--- src/rtl/data_mem_arbiter.sv ---
// Two-requester round-robin sequencer for the 32x8 data memory.
// Each granted transaction drives the memory port for one cycle, then returns a one-cycle ack.
module data_mem_arbiter #(
    parameter int ADDR_W = 5,
    parameter int DATA_W = 8
) (
    input  logic              clk_i,
    input  logic              rst_n_i,
    input  logic              req0_i,
    input  logic              req1_i,
    input  logic              we0_i,
    input  logic              we1_i,
    input  logic [ADDR_W-1:0] addr0_i,
    input  logic [ADDR_W-1:0] addr1_i,
    input  logic [DATA_W-1:0] wdata0_i,
    input  logic [DATA_W-1:0] wdata1_i,
    output logic              ack0_o,
    output logic              ack1_o,
    output logic [DATA_W-1:0] rdata0_o,
    output logic [DATA_W-1:0] rdata1_o,
    output logic [ADDR_W-1:0] mem_address_o,
    output logic [DATA_W-1:0] mem_write_data_o,
    output logic              mem_write_o,
    output logic              mem_read_o,
    input  logic [DATA_W-1:0] mem_read_data_i,
    output logic              busy_o
);

    typedef enum logic [1:0] {
        ST_IDLE   = 2'd0,
        ST_ACCESS = 2'd1,
        ST_RESP   = 2'd2
    } state_e;

    state_e            state_q, state_d;
    logic              last_gnt_q, last_gnt_d;
    logic              gnt_q, gnt_d;
    logic              win_s;
    logic              ack0_q, ack0_d, ack1_q, ack1_d;
    logic [DATA_W-1:0] rdata0_q, rdata0_d, rdata1_q, rdata1_d;
    logic [ADDR_W-1:0] mem_addr_q, mem_addr_d;
    logic [DATA_W-1:0] mem_wdata_q, mem_wdata_d;
    logic              mem_write_q, mem_write_d;
    logic              mem_read_q, mem_read_d;
    logic              busy_q, busy_d;

    // Next-state and next-output logic; memory-port outputs default to zero outside ACCESS.
    always_comb begin
        state_d     = state_q;
        last_gnt_d  = last_gnt_q;
        gnt_d       = gnt_q;
        win_s       = 1'b0;
        ack0_d      = 1'b0;
        ack1_d      = 1'b0;
        rdata0_d    = rdata0_q;
        rdata1_d    = rdata1_q;
        mem_addr_d  = {ADDR_W{1'b0}};
        mem_wdata_d = {DATA_W{1'b0}};
        mem_write_d = 1'b0;
        mem_read_d  = 1'b0;
        busy_d      = 1'b0;
        case (state_q)
            ST_IDLE: begin
                if (req0_i || req1_i) begin
                    // A lone request wins outright; a tie goes to the port not granted last.
                    if (req0_i && req1_i) begin
                        win_s = ~last_gnt_q;
                    end else begin
                        win_s = req1_i;
                    end
                    gnt_d      = win_s;
                    last_gnt_d = win_s;
                    state_d    = ST_ACCESS;
                    busy_d     = 1'b1;
                    if (win_s) begin
                        mem_write_d = we1_i;
                        mem_read_d  = ~we1_i;
                        mem_addr_d  = addr1_i;
                        mem_wdata_d = wdata1_i;
                    end else begin
                        mem_write_d = we0_i;
                        mem_read_d  = ~we0_i;
                        mem_addr_d  = addr0_i;
                        mem_wdata_d = wdata0_i;
                    end
                end else begin
                    state_d = ST_IDLE;
                end
            end
            ST_ACCESS: begin
                state_d = ST_RESP;
                busy_d  = 1'b1;
                if (gnt_q) begin
                    ack1_d = 1'b1;
                end else begin
                    ack0_d = 1'b1;
                end
                if (mem_read_q && gnt_q) begin
                    rdata1_d = mem_read_data_i;
                end else if (mem_read_q) begin
                    rdata0_d = mem_read_data_i;
                end else begin
                    rdata0_d = rdata0_q;
                end
            end
            ST_RESP: begin
                state_d = ST_IDLE;
            end
            default: begin
                state_d = ST_IDLE;
            end
        endcase
    end

    // State and registered outputs; reset clears the memory strobes immediately.
    always_ff @(posedge clk_i or negedge rst_n_i) begin
        if (!rst_n_i) begin
            state_q     <= ST_IDLE;
            last_gnt_q  <= 1'b1;
            gnt_q       <= 1'b0;
            ack0_q      <= 1'b0;
            ack1_q      <= 1'b0;
            rdata0_q    <= {DATA_W{1'b0}};
            rdata1_q    <= {DATA_W{1'b0}};
            mem_addr_q  <= {ADDR_W{1'b0}};
            mem_wdata_q <= {DATA_W{1'b0}};
            mem_write_q <= 1'b0;
            mem_read_q  <= 1'b0;
            busy_q      <= 1'b0;
        end else begin
            state_q     <= state_d;
            last_gnt_q  <= last_gnt_d;
            gnt_q       <= gnt_d;
            ack0_q      <= ack0_d;
            ack1_q      <= ack1_d;
            rdata0_q    <= rdata0_d;
            rdata1_q    <= rdata1_d;
            mem_addr_q  <= mem_addr_d;
            mem_wdata_q <= mem_wdata_d;
            mem_write_q <= mem_write_d;
            mem_read_q  <= mem_read_d;
            busy_q      <= busy_d;
        end
    end

    assign ack0_o           = ack0_q;
    assign ack1_o           = ack1_q;
    assign rdata0_o         = rdata0_q;
    assign rdata1_o         = rdata1_q;
    assign mem_address_o    = mem_addr_q;
    assign mem_write_data_o = mem_wdata_q;
    assign mem_write_o      = mem_write_q;
    assign mem_read_o       = mem_read_q;
    assign busy_o           = busy_q;

endmodule
--- config.mk ---
export PLATFORM = sky130hd
export DESIGN_NAME = data_mem_arbiter
export DESIGN_NICKNAME = d
export VERILOG_FILES = /design/src/rtl/data_mem_arbiter.sv
export SDC_FILE = /design/constraint.sdc
export NUM_CORES = 1
export LEC_CHECK = 0
export CAP_MARGIN = 20
export CORE_MARGIN = 4
export CORE_UTILIZATION = 41
export CTS_BUF_LIST = sky130_fd_sc_hd__clkbuf_4 sky130_fd_sc_hd__clkbuf_8
export CTS_CLUSTER_SIZE = 10
export DETAILED_ROUTE_END_ITERATION = 7
export GPL_TIMING_DRIVEN = 0
export HOLD_SLACK_MARGIN = 0.06
export PLACE_DENSITY = 0.81
export SETUP_SLACK_MARGIN = 0.2
export SLEW_MARGIN = 0
export SYNTH_ARGS = -nofsm -noshare
export SYNTH_HDL_FRONTEND = slang
export SYNTH_SLANG_ARGS = --single-unit
--- constraint.sdc ---
create_clock -name clk_i -period 2.1 [get_ports clk_i]
set_clock_uncertainty 0.2 [all_clocks]
set_input_delay 0.525 -clock clk_i [delete_from_list [all_inputs] [get_ports clk_i]]
set_output_delay 0.525 -clock clk_i [all_outputs]
set_load 0.02 [all_outputs]
==> impl_results.md, run 1 <==
* Outcome: complete, no violations
* Storage cell area at about 950 sq um
* Peak VDD IR at approximately 0.00074 V
* Pleak at 1.15 nW
* DRT Wirelength at between 3 and 4 mm
* Worst-Skew Late Latency at around 0.34 ns
* Maximum fanout along the worst path at 3
* Fin crit share at a little under nine tenths
* CTS root buf: clkbuf_4
* Fill count at 281
* Final-report hold violation count at 0
* Cell Chain, Critical Path: dlygate4sd2_1
* Fin Setup TNS at 0 ns
* CP max-delay cell: dfrtp_1
* Final-report max-slew violation count at 0
* Clk sinks at 38
* Hold crit path type: input pin to async pin
* Row count at 21
* Hold_buf cts at 0
* Placed Cells at approximately 230
* DRC at 0
* Total of warnings raised by yosys at 0
* Mapped Avg Cell Area at roughly 13 sq um
* Cell count after synthesis at about 110
* CTS Buffer Depth at 2
* Clock slew at reported path FFs at 0.12 ns
* H-tree levels at 2
* DRC marker count from the first detailed-route iteration at 54
* Via count at about 1200
* Initial core utilization at a little over two fifths
* GRT Total Usage at between 10% and 20%
* Largest stage delay, worst path at about 0.41 ns
* Vias in the first global route at around 1200
* Sequential-to-total area share from yosys stat at 63.8%
* Core Area at about 3400 sq um
* Max-Cap Viols at 0
* Setup ws final at ~0.29 ns
* Final nets at 234
* Layout Area Growth over Synthesis at 57.1%
* Worst slew margin at between 40% and 50%
* Drt wl/cell at about 14 um
* FMAX at between 500 and 600 MHz
* CP bufs+invs at 1
* Clock tree from TritonCTS: done
* Total power at slightly above 3 mW
* Place WS at -0.0449 ns
* Crit path DAT at ~1.1 ns
* Final Util at about two thirds
* RD Place Congestion at approximately 0.74
* Net Count, Synth at approximately 150
* HPWL after detailed placement at 2.63 mm
* Chip Height at 68.3 um
* Fin crit period at around 1.8 ns
* Largest net degree at the start of global routing at 39
* Die Area at 4670 sq um
* CP Capture Type: output pin
* Synth cell types at 20
* IO Count at 74
* Final setup violating endpoints at 0
* Final ANT Viol Nets at 0
* CP Launch Type: flop
* Antenna Cells at 0
* Gr ovfl total at 0
* RSZ-0062 raised after global routing: no
* First-pass GRT wire length at ~5.4 mm
* #FFs+latches synth at 38
* Critical setup path kind: flop to output pin
* DRT Pass-1 Iters at 4
* Multi-input logic area at ~510 sq um
* CTS Buf Count at 5
* CP delay by family, top: flip-flops
* Share of layout cells above drive strength 1 at a little under a fifth
* Number of port buffers at between 70 and 80
* Initial antenna violation count at 0
* Vias per Instance at a little under 5
* Mapped Area at roughly 1500 sq um
* Critical Path RT at roughly 1.4 ns
* Pwr/cell area at 1310 nW/um^2
* Chip width at 68.3 um
* Slew @ Worst Pin at between 0.7 and 0.8 ns
* Fin cells at 241
[cells in the final DEF (no fill, tap or decap), drive strengths merged, types with 2 or more instances in the layout]
| cell | count |
|---|---|
| mux2 | 18 |
| nand2 | 26 |
| a21oi | 13 |
| clkbuf | 6 |
| bufinv | 2 |
| buf | 5 |
| dlygate4sd2 | 34 |
| nor2b | 3 |
| clkdlybuf4s50 | 38 |
| dfrtp | 37 |
| nor2 | 3 |
[worst register-to-register path, stage by stage, from the launching register on]
cell	delay, ns
dfrtp_1	0.44
nor2b_4	0.17
and3b_1	0.19
buf_6	0.16
mux2_4	0.31
[synth_stat cells, drive strengths merged]
cell type	number	share of area, %
and3b	1	0.59
buf	4	1.8
nand3	1	0.67
nand2	26	6.5
a21boi	1	1.3
and2	1	0.42
a21bo	1	0.67
dfrtp	37	62
o21ai	1	0.59
nor2	3	0.75
inv	1	0.25
dfstp	1	1.8
a21oi	13	4.4
nor2b	3	1.8
mux2	18	16
nor3	1	0.33
mux2i	1	0.67
[through the flow]
step / hold WS [ns] / cell area (sq um)
5_1_grt: 0.104 / 2340
2_1_floorplan: 0.0294 / 1490
3_5_place_dp: 0.292 / 2280
3_3_place_gp: 0.280 / 2280
6_report: 0.0499 / 2340
4_1_cts: 0.0744 / 2340
[power breakdown]
| part | switching [mW] | total (mW) | internal (mW) |
|---|---|---|---|
| clock | 0.237 | 0.640 | 0.403 |
| combinational | 0.674 | 1.26 | 0.589 |
| sequential | 0.146 | 1.17 | 1.03 |
[cells by family (layout without fill, tap and decap cells)]
logic type	after synthesis	in the layout	share of synthesized area [%]
compound gates	16	16	6.87
buf+inv	5	86	2.01
flops	38	38	63.8
mux	19	19	16.3
simple gates	36	36	11.1
[metal layers]
layer | global-route usage (%) | part of all wire, % | routed length, um
met3 | 9.03 | 15 | 513
met4 | 8.93 | 2.2 | 74
met5 | 0 | 0 | 0
met1 | 16.7 | 37 | 1260
met2 | 26.2 | 46 | 1550
[final timing paths]
check	start	to	slack, ns	cells after the start
worst max-delay path	mem_read_o	mem_read_o	0.29	1
worst min-delay path	rst_n_i	rdata1_o[7]	0.05	1
worst max register to register	state_q[1]	rdata0_o[4]	0.54	4
worst min register to register	gnt_q	ack0_o	0.31	1
max in group asynchronous	rst_n_i	rdata1_o[4]	1.14	1
min in group clk_i	gnt_q	ack0_o	0.31	1
[flip-flops by register name, indices dropped and copies added (netlist names)]
name,cells
busy_o,1
mem_read_o,1
state_q,2
ack1_o,1
rdata1_o,8
rdata0_o,8
gnt_q,1
last_gnt_q,1
mem_write_o,1
mem_write_data_o,8
mem_address_o,5
ack0_o,1
[area by class of cell]
| class | count | area share [%] |
|---|---|---|
| flip-flops and latches | 38 | 40.6 |
| repair buffers | 73 | 29.1 |
| multi-input cells | 71 | 21.8 |
| clock inverters | 2 | 2.56 |
| well taps | 46 | 2.45 |
| clock buffers | 6 | 2.19 |
| plain buffers | 4 | 1.12 |
| inverters | 1 | 0.160 |
[what timing repair did]
action	CTS	global route
endpoints found under the setup margin	34	0
gates resized for setup	34	0
setup buffers	0	0
Power figures use the tool's default switching activity.
==> run 2, diff against run 1 <==
--- a/config.mk
+++ b/config.mk
@@ -5,6 +5,7 @@
 export SDC_FILE = /design/constraint.sdc
 export NUM_CORES = 1
 export LEC_CHECK = 0
+export ABC_CLOCK_PERIOD_IN_PS = 2100
 export CAP_MARGIN = 20
 export CORE_MARGIN = 4
 export CORE_UTILIZATION = 41
==> results of run 2 <==
Same layout as run 1: the final DEF is identical, and so are final timing and power.
==> run 3, diff against run 2 <==
--- a/config.mk
+++ b/config.mk
@@ -16,7 +16,8 @@
 export HOLD_SLACK_MARGIN = 0.06
 export PLACE_DENSITY = 0.81
 export SETUP_SLACK_MARGIN = 0.2
-export SLEW_MARGIN = 0
+export SLEW_MARGIN = 20
 export SYNTH_ARGS = -nofsm -noshare
 export SYNTH_HDL_FRONTEND = slang
 export SYNTH_SLANG_ARGS = --single-unit
+export TNS_END_PERCENT = 5
==> run 3 against run 2 <==
Setup slack worse by 0.0022 ns. Die area did not move. Final area rose by 5.6%. Global-route usage rose by 0.26 points. Largest cell class unchanged.
==> impl_results.md, run 3 (same netlist as run 1, synthesis figures left out) <==
* H-tree levels at 2
* Final nets at roughly 240
* Number of port buffers at 73
* Internal at between 2 and 2.5 mW
* Hold crit path type: flop to flop
* Hold Crit Endpoint: ack0_o
* Vias in the first global route at around 1200
* Cell area after layout at 2480 sq um
* RD Place Congestion at approximately 0.74
* Clk sinks at 38
* IO Count at 74
* Fill count at roughly 250
* Initial core utilization at 43.7%
* Crit path DAT at ~1.9 ns
* CTS root buf: clkbuf_4
* Row count at 21
* Fin crit period at about 1.8 ns
* Clock tree from TritonCTS: done
* Fin crit share at a little under nine tenths
* FMAX at about 550 MHz
* Drt wl/cell at between 15 and 20 um
* Place WS at -0.0404 ns
* Most frequent cells in the layout: clkdlybuf4s50_1, dfrtp_1, dlymetal6s2s_1, nand2_1, a21oi_1
* Pwr/cell area at 1250 nW/um^2
* Final-report hold violation count at 0
* Critical Path Start: req1_i
* Die Area at 4670 sq um
* DRT Wirelength at 3.68 mm
* Clock share of power at ~16%
* Pleak at 1.49 nW
* Largest net degree at the start of global routing at 25
* Peak VDD IR at around 0.00062 V
* Placed Cells at between 200 and 250
* Sw Ratio at approximately a third
* Cell Chain, Critical Path: clkdlybuf4s50_1, a21boi_4, buf_2, nand2_1, a21oi_1
* CTS Buffer Depth at 2
* Met2 Use GR at a little over a quarter
* DRC at 0
* Commonest non-fill, non-tap cell in the layout: clkdlybuf4s50_1
* Placed Area at approximately 2300 sq um
* Met1 Use GR at between 10% and 20%
* Flop2flop setup slack at between 0.5 and 0.6 ns
* Slew @ Worst Pin at between 0.3 and 0.4 ns
* Worst R2R Start: state_q[1]
* Max-Cap Viols at 0
* Gr ovfl total at 0
* Hold Path Depth at 1
* Core Area at approximately 3400 sq um
* Final ANT Viol Nets at 0
* Worst r2r path cells at 4
* CP Capture Type: flop
* Flop pwr share at 38.2%
* RR Endpoint: rdata0_o[2]
* Chip width at slightly below 70 um
* Antenna Cells at 0
* Vias per Instance at between 4 and 5
* Hold Startpoint: gnt_q
* Layout Area Growth over Synthesis at 65.9%
* Critical Path RT at 2.15 ns
* Setup ws final at between 0.2 and 0.3 ns
* Worst-Skew Late Latency at between 0.3 and 0.4 ns
* Worst slew margin at 73.7%
* Final setup violating endpoints at 0
* Final-report max-slew violation count at 0
* P_sw at around 1.1 mW
* DRC marker count from the first detailed-route iteration at 28
* DRT Pass-1 Iters at 4
* GRT Total Usage at 16.5%
* RSZ-0062 raised after global routing: no
* CP max-delay cell: clkdlybuf4s50_1
* Chip Height at a little under 70 um
* GR peak layer: met2
* Fin cells at ~240
* Largest stage delay, worst path at between 0.5 and 0.6 ns
* HPWL after detailed placement at 2.76 mm
* Clock slew at reported path FFs at about 0.10 ns
* CP Launch Type: input pin
* CTS Buf Count at 5
* Initial antenna violation count at 0
* Share of layout cells above drive strength 1 at a little under a fifth
* Maximum fanout along the worst path at 10
* First-pass GRT wire length at 5.54 mm
* Via count at ~1200
* Gate power share at a little under half
* GRT met3 Usage at 7.72%
* Outcome: complete, no violations
* Critical setup path kind: input pin to flop
## run 3: worst max-delay path by stage
stage               depth (start not counted)                   to
finish                                      5     mem_address_o[2]
global route                                5     mem_address_o[2]
CTS                                         1          rdata0_o[2]
detailed placement                          3                gnt_q
global placement                            1  mem_write_data_o[7]
floorplan                                   4          rdata0_o[0]
## run 3: area by class of cell
class / instances / area (sq um) / share of cell area [%]
Clock inverter: 1 / 30.0 / 1.21
Clock buffer: 6 / 51.3 / 2.07
Tap cell: 46 / 57.6 / 2.32
Timing Repair Buffer: 75 / 845 / 34.1
Sequential cell: 38 / 952 / 38.5
Buffer: 4 / 26.3 / 1.06
Inverter: 1 / 3.75 / 0.152
Multi-Input combinational cell: 71 / 510 / 20.6
## run 3: what timing repair did
| item | 4_1_cts | 5_1_grt |
|---|---|---|
| resized for setup | 1 | 33 |
| endpoints found under the setup margin | 34 | 33 |
| hold buffers | 1 | 0 |
| buffers inserted | 0 | 0 |
| endpoints found under the hold margin | 14 | 0 |
## run 3: metal layers
layer	share of wire, %	vias to the layer above	wire, um
met5	0	-	0
met4	1.4	0	50
met3	13	7	470
met2	51	79	1860
met1	35	559	1300
li1	-	542	-
## run 3: critical path, delay by kind of cell
| kind | cells | cell delay (ns) |
|---|---|---|
| AND/OR/NAND/NOR | 1 | 0.09 |
| buffers and inverters | 2 | 0.77 |
| AO/OA/AOI/OAI | 2 | 0.47 |
## run 3: through the flow
step / total power [mW] / hold WS, ns / setup TNS [ns] / util (%)
4_1_cts: 3.18 / 0.313 / 0 / 70.1
6_report: 3.09 / 0.306 / 0 / 72.5
5_1_grt: 3.28 / 0.332 / 0 / 72.5
3_5_place_dp: 2.68 / 0.263 / -0.0850 / 67.4
3_3_place_gp: 2.61 / 0.280 / -16.46 / 66.8
2_1_floorplan: 1.94 / 0.0294 / 0 / -
## run 3: power groups by stage
stage	Combinational, mW	Sequential [mW]	Clock (mW)
6_report	1.42	1.18	0.491
5_1_grt	1.51	1.22	0.542
4_1_cts	1.48	1.19	0.512
3_5_place_dp	1.47	1.21	0
3_3_place_gp	1.43	1.18	0
2_1_floorplan	0.434	1.51	0
